===== src/rtl/sipo_frame_ctrl_pkg.sv =====
// Shared types and helpers for the serial-in/parallel-out frame controller.
//   sipo_state_t    : controller FSM state encoding (IDLE, SHIFT)
//   bit_cnt_width() : width of the per-frame bit counter for a given word width
package sipo_frame_ctrl_pkg;

  typedef enum logic {
    IDLE  = 1'b0,
    SHIFT = 1'b1
  } sipo_state_t;

  localparam int SIPO_WIDTH_DEF = 8;
  localparam int SIPO_BC_W_DEF  = $clog2(SIPO_WIDTH_DEF + 1);

  // Counter must represent 0..width inclusive.
  function automatic int bit_cnt_width(input int width);
    return $clog2(width + 1);
  endfunction

endpackage


===== src/rtl/sipo_frame_ctrl_shift_reg_sipo_en.sv =====
// Enabled MSB-first serial-in/parallel-out shift register.
//   clk      : clock, updates on posedge
//   reset    : asynchronous, active-low; clears dataout
//   shift_en : shift datain in at the LSB this cycle
//   restart  : with shift_en, discard contents and load datain as the only bit
//   datain   : serial bit
//   dataout  : parallel contents, oldest bit at the MSB
module shift_reg_sipo_en #(
  parameter int WIDTH = 8
) (
  input  logic             clk,
  input  logic             reset,
  input  logic             shift_en,
  input  logic             restart,
  input  logic             datain,
  output logic [WIDTH-1:0] dataout
);

  if (WIDTH == 1) begin : g_one
    // A restart and a plain shift are indistinguishable for a single bit.
    logic unused_restart;
    assign unused_restart = restart;

    always_ff @(posedge clk or negedge reset) begin
      if (!reset) begin
        dataout <= '0;
      end else if (shift_en) begin
        dataout <= datain;
      end
    end
  end else begin : g_multi
    always_ff @(posedge clk or negedge reset) begin
      if (!reset) begin
        dataout <= '0;
      end else if (shift_en) begin
        if (restart) begin
          dataout <= WIDTH'(datain);
        end else begin
          dataout <= {dataout[WIDTH-2:0], datain};
        end
      end
    end
  end

endmodule


===== src/rtl/sipo_frame_ctrl.sv =====
// Receive-side frame controller: detects start of frame, counts qualified
// serial bits, assembles WIDTH-bit words MSB first and hands them to a
// one-entry output buffer with a valid/ready handshake.
//   clk, reset (async active-low)
//   sdin, sdin_valid, sof       : serial front end
//   word, word_valid, word_ready: parallel consumer handshake
//   busy                        : frame in progress
//   overrun, aborted, clr_flags : sticky error flags and their clear
//   frame_cnt                   : delivered-word count, wraps
//
// state | meaning
// IDLE  | waiting for sof with sdin_valid
// SHIFT | frame in progress, bit_cnt bits accepted so far
module sipo_frame_ctrl
  import sipo_frame_ctrl_pkg::*;
#(
  parameter int WIDTH = 8,
  parameter int CNT_W = 8
) (
  input  logic             clk,
  input  logic             reset,
  input  logic             sdin,
  input  logic             sdin_valid,
  input  logic             sof,
  output logic [WIDTH-1:0] word,
  output logic             word_valid,
  input  logic             word_ready,
  output logic             busy,
  output logic             overrun,
  output logic             aborted,
  input  logic             clr_flags,
  output logic [CNT_W-1:0] frame_cnt
);

  localparam int BC_W = bit_cnt_width(WIDTH);

  sipo_state_t      state;
  logic [BC_W-1:0]  bit_cnt;
  logic [WIDTH-2:0] shreg;
  logic [WIDTH-1:0] new_word;
  logic             start, abort, last_bit, shift_en, restart, drain;

  always_comb begin
    start    = (state == IDLE) & sdin_valid & sof;
    abort    = (state == SHIFT) & sdin_valid & sof;
    last_bit = (state == SHIFT) & sdin_valid & ~sof & (bit_cnt == BC_W'(WIDTH - 1));
    // The last bit bypasses the shift register and lands straight in the word,
    // so the register is never shifted on that edge.
    shift_en = start | ((state == SHIFT) & sdin_valid & ~last_bit);
    restart  = sdin_valid & sof;
    drain    = word_valid & word_ready;
    new_word = {shreg, sdin};
  end

  // Only WIDTH-1 bits need storage; the final bit is taken from sdin.
  shift_reg_sipo_en #(
    .WIDTH(WIDTH - 1)
  ) u_sipo (
    .clk     (clk),
    .reset   (reset),
    .shift_en(shift_en),
    .restart (restart),
    .datain  (sdin),
    .dataout (shreg)
  );

  always_ff @(posedge clk or negedge reset) begin
    if (!reset) begin
      state   <= IDLE;
      bit_cnt <= '0;
    end else begin
      case (state)
        IDLE: begin
          if (start) begin
            bit_cnt <= BC_W'(1);
            state   <= SHIFT;
          end
        end
        SHIFT: begin
          if (sdin_valid) begin
            if (sof) begin
              bit_cnt <= BC_W'(1);
            end else if (last_bit) begin
              bit_cnt <= '0;
              state   <= IDLE;
            end else begin
              bit_cnt <= bit_cnt + BC_W'(1);
            end
          end
        end
        default: begin
          state   <= IDLE;
          bit_cnt <= '0;
        end
      endcase
    end
  end

  assign busy = (state == SHIFT);

  // Output buffer: a completion is accepted when the buffer is empty or being
  // drained on this same edge; otherwise the old word is kept.
  always_ff @(posedge clk or negedge reset) begin
    if (!reset) begin
      word       <= '0;
      word_valid <= 1'b0;
      frame_cnt  <= '0;
    end else begin
      if (drain) begin
        frame_cnt <= frame_cnt + CNT_W'(1);
      end
      if (last_bit && (!word_valid || word_ready)) begin
        word       <= new_word;
        word_valid <= 1'b1;
      end else if (drain) begin
        word_valid <= 1'b0;
      end
    end
  end

  // Sticky flags; a set event beats a clear in the same cycle.
  always_ff @(posedge clk or negedge reset) begin
    if (!reset) begin
      overrun <= 1'b0;
      aborted <= 1'b0;
    end else begin
      if (last_bit && word_valid && !word_ready) begin
        overrun <= 1'b1;
      end else if (clr_flags) begin
        overrun <= 1'b0;
      end
      if (abort) begin
        aborted <= 1'b1;
      end else if (clr_flags) begin
        aborted <= 1'b0;
      end
    end
  end

endmodule

===== config.mk =====
export PLATFORM = sky130hd
export DESIGN_NAME = sipo_frame_ctrl
export DESIGN_NICKNAME = d
export VERILOG_FILES = /design/src/rtl/sipo_frame_ctrl_pkg.sv /design/src/rtl/sipo_frame_ctrl_shift_reg_sipo_en.sv /design/src/rtl/sipo_frame_ctrl.sv
export SDC_FILE = /design/constraint.sdc
export NUM_CORES = 1
export LEC_CHECK = 0
export CORE_UTILIZATION = 30
export CTS_CLUSTER_DIAMETER = 60
export DETAILED_ROUTE_END_ITERATION = 12
export HOLD_SLACK_MARGIN = 0.08
export SYNTH_ARGS = -nofsm -noshare
export SYNTH_HDL_FRONTEND = slang
export SYNTH_HIERARCHICAL = 1
export SYNTH_SLANG_ARGS = --single-unit

===== constraint.sdc =====
create_clock -name clk -period 2 [get_ports clk]
set_input_delay 0.5 -clock clk [delete_from_list [all_inputs] [get_ports clk]]
set_output_delay 0.5 -clock clk [all_outputs]
set_load 0.05 [all_outputs]

==> impl_metrics.tcl, run 1 <==
set metrics [dict create \
    pwr-share-comb 0.200 \
    first_global_vias 965 \
    drt-vias-per-instance 4.85 \
    clk_latency_ns 0.27 \
    hold_class "reg2reg" \
    instances_no_fill 197 \
    cp.arrival_ns 1.97 \
    ant_nets 0 \
    diodes 0 \
    ctsHoldBuffers 0 \
    cts_tree "built" \
    rsz0062_at_grt "false" \
    yosysWarnings 6 \
    hp-start "frame_cnt[7]$_DFFE_PN0P_" \
    cts-resized-gates 0 \
    core_mm2 0.00414 \
    synth_edf_count 0 \
    fmax_mhz 552 \
    synth-main-ff-cell "dfrtp_1" \
    syn_inst 110 \
    worstMarginPinSlew_ns 0.398 \
    clock_skew_ns 0.00206 \
    ys_seq_area_frac 0.577 \
    relSlewSlack 0.735 \
    ir_worst_vdd_mv 0.351 \
    max-cap-violations 0 \
    p_sw_uw 460 \
    grt_max_degree 32 \
    drive_gt1_frac 0.313 \
    initial_core_util 0.324 \
    areaGrowthSynthToFinish_pct 29.2 \
    avgSynthCellArea_um2 12.2 \
    ios 27 \
    drt-pass1-iter-count 4 \
    routabilityCongestion 0.716 \
    cts_sinks 31 \
    crit_fanout 8 \
    rows 23 \
    grt_pass1_wl_um 4280 \
    status "completed" \
    h-tree-depth 2 \
    ys_types 32 \
    slew_violations 0 \
    antenna_found_initial 0 \
    swShare 0.299 \
    post-cts-setup-buffers 0 \
    numPortBuffers 26 \
    pwr-share-seq 0.486 \
    grt_usage 0.126 \
    remaining_drc_errors 0 \
    dpl.cell_count 190 \
    cp-start-kind "input port" \
    cts_buffers 5 \
    finalHoldViolations 0 \
    hpwl_um 1820 \
    die_area_mm2 0.00475 \
    power.internal_uw 1080 \
    die_width_um 68.9 \
    clk_path_buf_depth 2 \
    postLayoutCellArea_mm2 0.00174 \
    p_leak_uw 0.000847 \
    globalRouteOverflowTotal 0 \
    synth.ff_latch_count 31 \
    post_dp_cell_area_mm2 0.00165 \
    critPathLaunch "sof" \
    nNetsFinal 156 \
    syn-cell-area_mm2 0.00134 \
    total_power_uw 1540 \
    fp.dieH_um 68.9 \
    clk_pin_slew_ns 0.06 \
    routed_wl_um 2600 \
    crit_required_ns 2.16 \
    min_period_ns 1.81 \
    layout_worst_path_cycle_share 0.906 \
    syn_nets 119 \
    vias 955 \
    ys_async_sr_fraction 1.00 \
    p_per_area_mw_per_mm2 886 \
    dr.first_iter.drc_count 42 \
    pwr-share-clk 0.313 \
    r2r_start "bit_cnt[0]$_DFFE_PN0P_" \
    root_buffer "clkbuf_8" \
    endpoint_kind "flop" \
    finalSetupViolCount 0 \
    crit_type "in2reg" \
    wl_per_cell_um 13.2 \
]
worst paths after layout:
check / slack [ns] / cells after the start / end
setup / recovery: 0.19 / 5 / word[3]$_DFFE_PN0P_
hold / removal: 0.47 / 1 / frame_cnt[7]$_DFFE_PN0P_
setup reg to reg: 0.29 / 5 / word[3]$_DFFE_PN0P_
hold reg to reg: 0.47 / 1 / frame_cnt[7]$_DFFE_PN0P_
max in group asynchronous: 1.08 / 2 / word[7]$_DFFE_PN0P_
min in group asynchronous: 0.63 / 2 / frame_cnt[0]$_DFFE_PN0P_
synth_stat cells, types with 2 or more instances:
| master | number | area (um2) |
|---|---|---|
| nand2_1 | 4 | 15.0 |
| o31ai_1 | 2 | 15.0 |
| o21ai_0 | 9 | 45.0 |
| mux2_2 | 10 | 113 |
| and2_1 | 2 | 12.5 |
| a21oi_1 | 2 | 10.0 |
| xor2_1 | 2 | 17.5 |
| inv_1 | 9 | 33.8 |
| nand2b_1 | 2 | 12.5 |
| o2bb2ai_1 | 2 | 17.5 |
| dfrtp_1 | 31 | 776 |
| nand4_1 | 4 | 25.0 |
| nand3b_1 | 6 | 45.0 |
| xnor2_1 | 5 | 43.8 |
| ha_1 | 2 | 25.0 |
| and3_1 | 2 | 12.5 |
power groups by stage:
stage | Sequential [uW] | Clock, uW | Combinational, uW
6_report | 749 | 482 | 308
5_1_grt | 761 | 526 | 336
4_1_cts | 750 | 507 | 312
3_5_place_dp | 761 | 0 | 311
3_3_place_gp | 757 | 0 | 304
2_1_floorplan | 852 | 0 | 102
metal layers:
metal | track usage | up-vias | part of all wire
li1 | - | 459 | -
met1 | 0.135 | 461 | 0.45
met2 | 0.223 | 29 | 0.48
met3 | 0.0378 | 6 | 0.054
met4 | 0.0612 | 0 | 0.013
met5 | 0 | - | 0
stage by stage:
stage | utilization | worst slack [ns] | hold slack (ns) | setup TNS, ns
6_report | 0.419 | 0.187 | 0.473 | 0
4_1_cts | 0.419 | 0.192 | 0.487 | 0
3_3_place_gp | 0.398 | -0.0740 | 0.461 | -0.585
5_1_grt | 0.419 | 0.122 | 0.509 | 0
3_5_place_dp | 0.398 | -0.102 | 0.478 | -0.755
2_1_floorplan | - | 0.0706 | 0.204 | 0
kinds of logic (layout without fill, tap and decap cells):
kind of cell	Yosys count	count (layout)	share of synthesized area
flip-flops	31	31	0.577
AND/OR/NAND/NOR	29	29	0.147
AO/OA/AOI/OAI	18	18	0.0801
buffers and inverters	12	49	0.0400
multiplexers	11	11	0.0912
XOR/XNOR	7	7	0.0456
adder cells (fa/ha/maj)	2	2	0.0186
worst max-delay path, cell delays in order:
cell	delay (ns)
clkdlybuf4s50_1	0.42
nand2b_1	0.22
nor4b_4	0.27
buf_4	0.21
mux2_2	0.35
registers in the layout, summed over array words and instances (netlist names):
register	cells
word_valid	1
word	8
frame_cnt	8
bit_cnt	4
u_sipo/dataout	7
aborted	1
overrun	1
busy	1
cell usage in the layout, fill, tap and decap left out:
| cell type | instances |
|---|---|
| a21oi_1 | 2 |
| a31oi_1 | 1 |
| and2_1 | 2 |
| and3_1 | 2 |
| and4_1 | 1 |
| buf_4 | 27 |
| clkbuf_8 | 6 |
| clkdlybuf4s50_1 | 6 |
| clkinv_2 | 1 |
| dfrtp_1 | 31 |
| ha_1 | 2 |
| inv_1 | 9 |
| mux2_2 | 10 |
| mux2i_1 | 1 |
| nand2_1 | 4 |
| nand2b_1 | 2 |
| nand3_1 | 1 |
| nand3b_1 | 6 |
| nand4_1 | 4 |
| nor2_1 | 1 |
| nor2b_1 | 1 |
| nor3_1 | 1 |
| nor3b_1 | 1 |
| nor4b_4 | 1 |
| o21a_1 | 1 |
| o21ai_0 | 9 |
| o22ai_1 | 1 |
| o2bb2ai_1 | 2 |
| o31ai_1 | 2 |
| or2b_1 | 1 |
| or3_2 | 1 |
| xnor2_1 | 5 |
| xor2_1 | 2 |
cell type report:
cell class	instances	area (um2)
multi-input combinational	67	514
sequential	31	776
timing repair buffer	33	263
fill	404	2410
inverter	9	33.8
clock inverter	1	5.00
clock buffer	6	82.6
tap	50	62.6
No activity file was read; power rests on OpenSTA's default activity.
==> inputs of run 2 (changes only) <==
Settings changed: CORE_UTILIZATION 30 to 25.
==> impl_metrics.tcl, run 2 (synthesis results as in run 1) <==
set metrics [dict create \
    ir_worst_vdd_mv 0.318 \
    ctsHoldBuffers 0 \
    endpoint_kind "flop" \
    p_leak_uw 0.000852 \
    rsz0062_at_grt "false" \
    instances_no_fill 219 \
    numPortBuffers 26 \
    status "completed" \
    crit_type "in2reg" \
    die_width_um 75.3 \
    ant_nets 0 \
    power.internal_uw 1060 \
    initial_core_util 0.261 \
    post-route-util 0.345 \
    antenna_found_initial 0 \
    r2r_start "bit_cnt[0]$_DFFE_PN0P_" \
    pwr-share-comb 0.207 \
    areaGrowthSynthToFinish_pct 32.1 \
    grt_usage 0.101 \
    hold-path-endpoint "frame_cnt[7]$_DFFE_PN0P_" \
    fmax_mhz 548 \
    remaining_drc_errors 0 \
    root_buffer "clkbuf_8" \
    dpl.cell_count 211 \
    globalRouteOverflowTotal 0 \
    crit_required_ns 2.16 \
    crit_path_top_delay_cell "clkdlybuf4s50_1" \
    crit_fanout 4 \
    pwr-share-clk 0.301 \
    clock_skew_ns 0.00571 \
    biggestRegsByFlops "frame_cnt x8, word x8, u_sipo/dataout x7" \
    pwr-share-seq 0.492 \
    nNetsFinal 157 \
    rows 26 \
    hold_class "reg2reg" \
    grt_pass1_wl_um 4200 \
    relSlewSlack 0.738 \
    slew_violations 0 \
    drive_gt1_frac 0.309 \
    cts_buffers 5 \
    final_common_cell "dfrtp_1" \
    core_mm2 0.00514 \
    clk_pin_slew_ns 0.06 \
    finalSetupViolCount 0 \
    cts-resized-gates 0 \
    drt-pass1-iter-count 4 \
    r2r_cells 5 \
    critPathBufInv 1 \
    cp_slowest_stage_delay_ns 0.48 \
    diodes 0 \
    rrSetupSlack_ns 0.27 \
    wl_per_cell_um 11.7 \
    worstHoldPathCells 1 \
    worstMarginPinSlew_ns 0.393 \
    holdWs_ns 0.477 \
    routabilityCongestion 0.811 \
    crit_chain "clkdlybuf4s50_1 -> nand2b_1 -> nor3_1 -> nor2_1 -> mux2_2" \
    fp.dieH_um 75.3 \
    critPathTopFamily "simple AND/OR/NAND/NOR gates" \
    die_area_mm2 0.00567 \
    max-cap-violations 0 \
    cp-start-kind "input port" \
    clk_path_buf_depth 2 \
    p_per_area_mw_per_mm2 857 \
    p_sw_uw 463 \
    hp-start "frame_cnt[7]$_DFFE_PN0P_" \
    layout_worst_path_cycle_share 0.912 \
    ios 27 \
    clk_latency_ns 0.28 \
    h-tree-depth 2 \
    cts_sinks 31 \
    routed_wl_um 2570 \
    cp.arrival_ns 1.98 \
    first_global_vias 947 \
    final_cell_mix "31 x dfrtp_1, 27 x buf_4, 10 x mux2_2" \
    post_dp_cell_area_mm2 0.00169 \
    hpwl_um 1910 \
    fill_cells 529 \
    vias 968 \
    dr.first_iter.drc_count 38 \
    cts_tree "built" \
    r2r-end "u_sipo/dataout[0]$_DFFE_PN0P_" \
    grt_max_degree 32 \
    swShare 0.304 \
    postLayoutCellArea_mm2 0.00178 \
    min_period_ns 1.82 \
    finalHoldViolations 0 \
    post-cts-setup-buffers 0 \
    drt-vias-per-instance 4.42 \
]
-- run 2: changes by cell type in the layout (fill, tap and decap cells not counted), sizes merged --
cell    previous run  this run
buf               27        28
clkbuf             6         7
-- run 2: area by class of cell --
cell class,count,area (um2),area share
sequential,31,776,0.437
tap,70,87.6,0.0493
inverter,9,33.8,0.0190
clock inverter,1,5.00,0.00282
clock buffer,7,76.3,0.0430
multi-input combinational,67,514,0.290
timing repair buffer,34,283,0.159
-- run 2: metal layers --
metal / global-route usage / vias to the layer above / wire length (um)
met1: 0.116 / 477 / 1110
met2: 0.169 / 24 / 1260
li1: - / 463 / -
met5: 0 / - / 0
met4: 0.0288 / 0 / 16
met3: 0.0463 / 4 / 188
-- run 2: metrics by stage --
step	power [uW]	worst slack, ns	setup TNS [ns]
final	1520	0.177	0
after global routing	1600	0.0929	0
after CTS	1550	0.183	0
after detailed placement	1080	-0.111	-1.00
after global placement	1070	-0.0816	-0.713
after floorplan	955	0.0706	0
-- run 2: worst max-delay path by stage --
stage,startpoint,end,slack (ns),cells after the start
floorplan,busy$_DFF_PN0_,word[0]$_DFFE_PN0P_,0.07,4
global placement,sof,word[2]$_DFFE_PN0P_,-0.08,5
detailed placement,sof,u_sipo/dataout[0]$_DFFE_PN0P_,-0.11,5
CTS,sof,u_sipo/dataout[0]$_DFFE_PN0P_,0.18,5
global route,sof,u_sipo/dataout[6]$_DFFE_PN0P_,0.09,7
finish,sof,u_sipo/dataout[0]$_DFFE_PN0P_,0.18,5
-- run 2: worst reg2reg max path, cell delays in order, from the launching register on --
cell,delay (ns)
dfrtp_1,0.41
ha_1,0.24
nand2b_1,0.18
nor3_1,0.10
nor2_1,0.32
mux2_2,0.37
-- run 2: power groups by stage --
stage          Combinational (uW)  Sequential, uW  Clock, uW
5_1_grt                       342             761        502
4_1_cts                       319             750        480
3_5_place_dp                  318             760          0
3_3_place_gp                  310             757          0
2_1_floorplan                 102             852          0
6_report                      314             749        458
==> inputs of run 3 (changes only) <==
Settings changed: SYNTH_HIERARCHICAL 1 to default.
==> impl_metrics.tcl, run 3 <==
set metrics [dict create \
    status "completed" \
    clk_latency_ns 0.28 \
    cp.arrival_ns 1.91 \
    pwr-share-comb 0.235 \
    critPathBufInv 1 \
    ctsHoldBuffers 0 \
    ir_worst_vdd_mv 0.339 \
    drt-vias-per-instance 4.55 \
    nNetsFinal 151 \
    routabilityCongestion 0.731 \
    grt_pass1_wl_um 4490 \
    crit_type "reg2reg" \
    finalHoldViolations 0 \
    rsz0062_at_grt "false" \
    initial_core_util 0.260 \
    cts_sinks 31 \
    rows 26 \
    yosys-top-cells-area "dfrtp_1 58%, mux2_2 8.5%, a22o_1 5.3%, xnor2_1 2.6%, nand2_1 2.3%" \
    slew_violations 0 \
    fmax_mhz 572 \
    instances_no_fill 213 \
    yosysWarnings 0 \
    avgSynthCellArea_um2 12.8 \
    yosysMostFrequentCell "dfrtp_1" \
    p_leak_uw 0.000876 \
    synth.ff_latch_count 31 \
    cts_tree "built" \
    h-tree-depth 2 \
    clock_skew_ns 0.00583 \
    wl_per_cell_um 12.8 \
    ant_nets 0 \
    synth-main-ff-cell "dfrtp_1" \
    pwr-share-clk 0.341 \
    finalSetupViolCount 0 \
    ios 27 \
    grt_usage 0.108 \
    crit_path_top_delay_cell "dfrtp_1" \
    syn_inst 104 \
    hold_class "reg2reg" \
    critPathTopFamily "flip-flops" \
    first_global_vias 989 \
    drive_gt1_frac 0.350 \
    relSlewSlack 0.734 \
    areaGrowthSynthToFinish_pct 34.7 \
    total_power_uw 1860 \
    power.internal_uw 1280 \
    yosys.area.top_type "dfrtp_1" \
    globalRouteOverflowTotal 0 \
    endpoint_kind "flop" \
    dr.first_iter.drc_count 50 \
    fp.dieH_um 74.9 \
    dpl.cell_count 205 \
    ys_seq_area_frac 0.584 \
    worstMarginPinSlew_ns 0.399 \
    crit_fanout 8 \
    drt-pass1-iter-count 4 \
    max-cap-violations 0 \
    pwr-share-seq 0.424 \
    final_common_cell "dfrtp_1" \
    ys_types 32 \
    crit_chain "ha_1 -> nand3b_2 -> nor4b_4 -> buf_4 -> mux2_2" \
    min_period_ns 1.75 \
    p_per_area_mw_per_mm2 1040 \
    cts-resized-gates 0 \
    grt_max_degree 32 \
    final_cell_mix "31 x dfrtp_1, 28 x buf_4, 10 x mux2_2" \
    ys_async_sr_fraction 1.00 \
    layout_worst_path_cycle_share 0.875 \
    die_width_um 74.9 \
    core_mm2 0.00511 \
    cp-start-kind "flop" \
    ys_top_cells_by_count "31 x dfrtp_1, 10 x mux2_2, 8 x a22o_1, 8 x nand2_1, 5 x inv_1" \
    netlist.area_leader.share 0.584 \
    routed_wl_um 2720 \
    cp_slowest_stage_delay_ns 0.43 \
    fin_tns_setup_ns 0 \
    cts_buffers 5 \
    syn_nets 113 \
    hpwl_um 1990 \
    clk_pin_slew_ns 0.07 \
    remaining_drc_errors 0 \
    clk_path_buf_depth 2 \
    root_buffer "clkbuf_8" \
    swShare 0.311 \
    post-cts-setup-buffers 0 \
    syn-cell-area_mm2 0.00133 \
    die_area_mm2 0.00561 \
    p_sw_uw 579 \
    vias 970 \
    crit_required_ns 2.17 \
    synth_edf_count 0 \
    numPortBuffers 26 \
    biggestRegsByFlops "frame_cnt x8, word x8, u_sipo.dataout x7" \
    antenna_found_initial 0 \
    diodes 0 \
]
run 3: cell count changes in the layout (fill, tap and decap cells not counted), sizes merged, moves of 3 or more:
cell | previous run | this run
a22o | 0 | 8
inv | 9 | 5
nand2 | 4 | 8
nand3 | 1 | 4
nand3b | 6 | 1
o21ai | 9 | 1
run 3: layout make-up:
cell class / instances / area, um2
Timing Repair Buffer: 34 / 270
Multi-Input combinational cell: 65 / 519
Clock buffer: 6 / 82.6
Inverter: 5 / 18.8
Fill cell: 517 / 3320
Sequential cell: 31 / 776
Tap cell: 70 / 87.6
Clock inverter: 2 / 35.0
run 3: worst paths after layout:
check                                               from                       end  slack (ns)  cells past startpoint
min in group asynchronous                          reset            busy$_DFF_PN0_        0.62                      2
worst min-delay path            frame_cnt[7]$_DFFE_PN0P_  frame_cnt[7]$_DFFE_PN0P_        0.47                      1
max in group asynchronous                          reset       word[2]$_DFFE_PN0P_        1.08                      2
worst min register to register  frame_cnt[7]$_DFFE_PN0P_  frame_cnt[7]$_DFFE_PN0P_        0.47                      1
worst max register to register    bit_cnt[0]$_DFFE_PN0P_       word[4]$_DFFE_PN0P_        0.25                      5
worst max-delay path              bit_cnt[0]$_DFFE_PN0P_       word[4]$_DFFE_PN0P_        0.25                      5
run 3: cell families (layout without fill, tap and decap cells):
logic type	after synthesis	in the layout	share of synthesized area
buffers and inverters	8	47	0.0254
DFF	31	31	0.584
muxes	10	10	0.0847
xor gates and xnor gates	7	7	0.0461
adders and majority gates	2	2	0.0188
AOI/OAI and AO/OA	18	18	0.111
and+or+nand+nor	28	28	0.130
run 3: per-stage QoR:
step / utilization / hold WS (ns) / instance area, um2 / worst slack [ns]
5_1_grt: 0.350 / 0.487 / 1790 / 0.132
3_5_place_dp: 0.327 / 0.460 / 1670 / 0.00442
3_3_place_gp: 0.327 / 0.460 / 1670 / 0.0134
4_1_cts: 0.350 / 0.473 / 1790 / 0.255
6_report: 0.350 / 0.469 / 1790 / 0.250
2_1_floorplan: - / 0.204 / 1330 / 0.0792
run 3: metal layers:
| metal | routed length [um] | GRT usage | vias to the layer above |
|---|---|---|---|
| met1 | 1130 | 0.114 | 483 |
| met3 | 179 | 0.0335 | 6 |
| met4 | 46 | 0.0545 | 0 |
| met2 | 1370 | 0.194 | 29 |
| li1 | - | - | 452 |
| met5 | 0 | 0 | - |
run 3: power by group through the flow:
stage	logic [uW]	registers, uW	clock network (uW)
floorplan	154	930	0
global placement	429	796	0
detailed placement	442	799	0
CTS	444	788	648
global route	472	802	673
finish	438	790	634
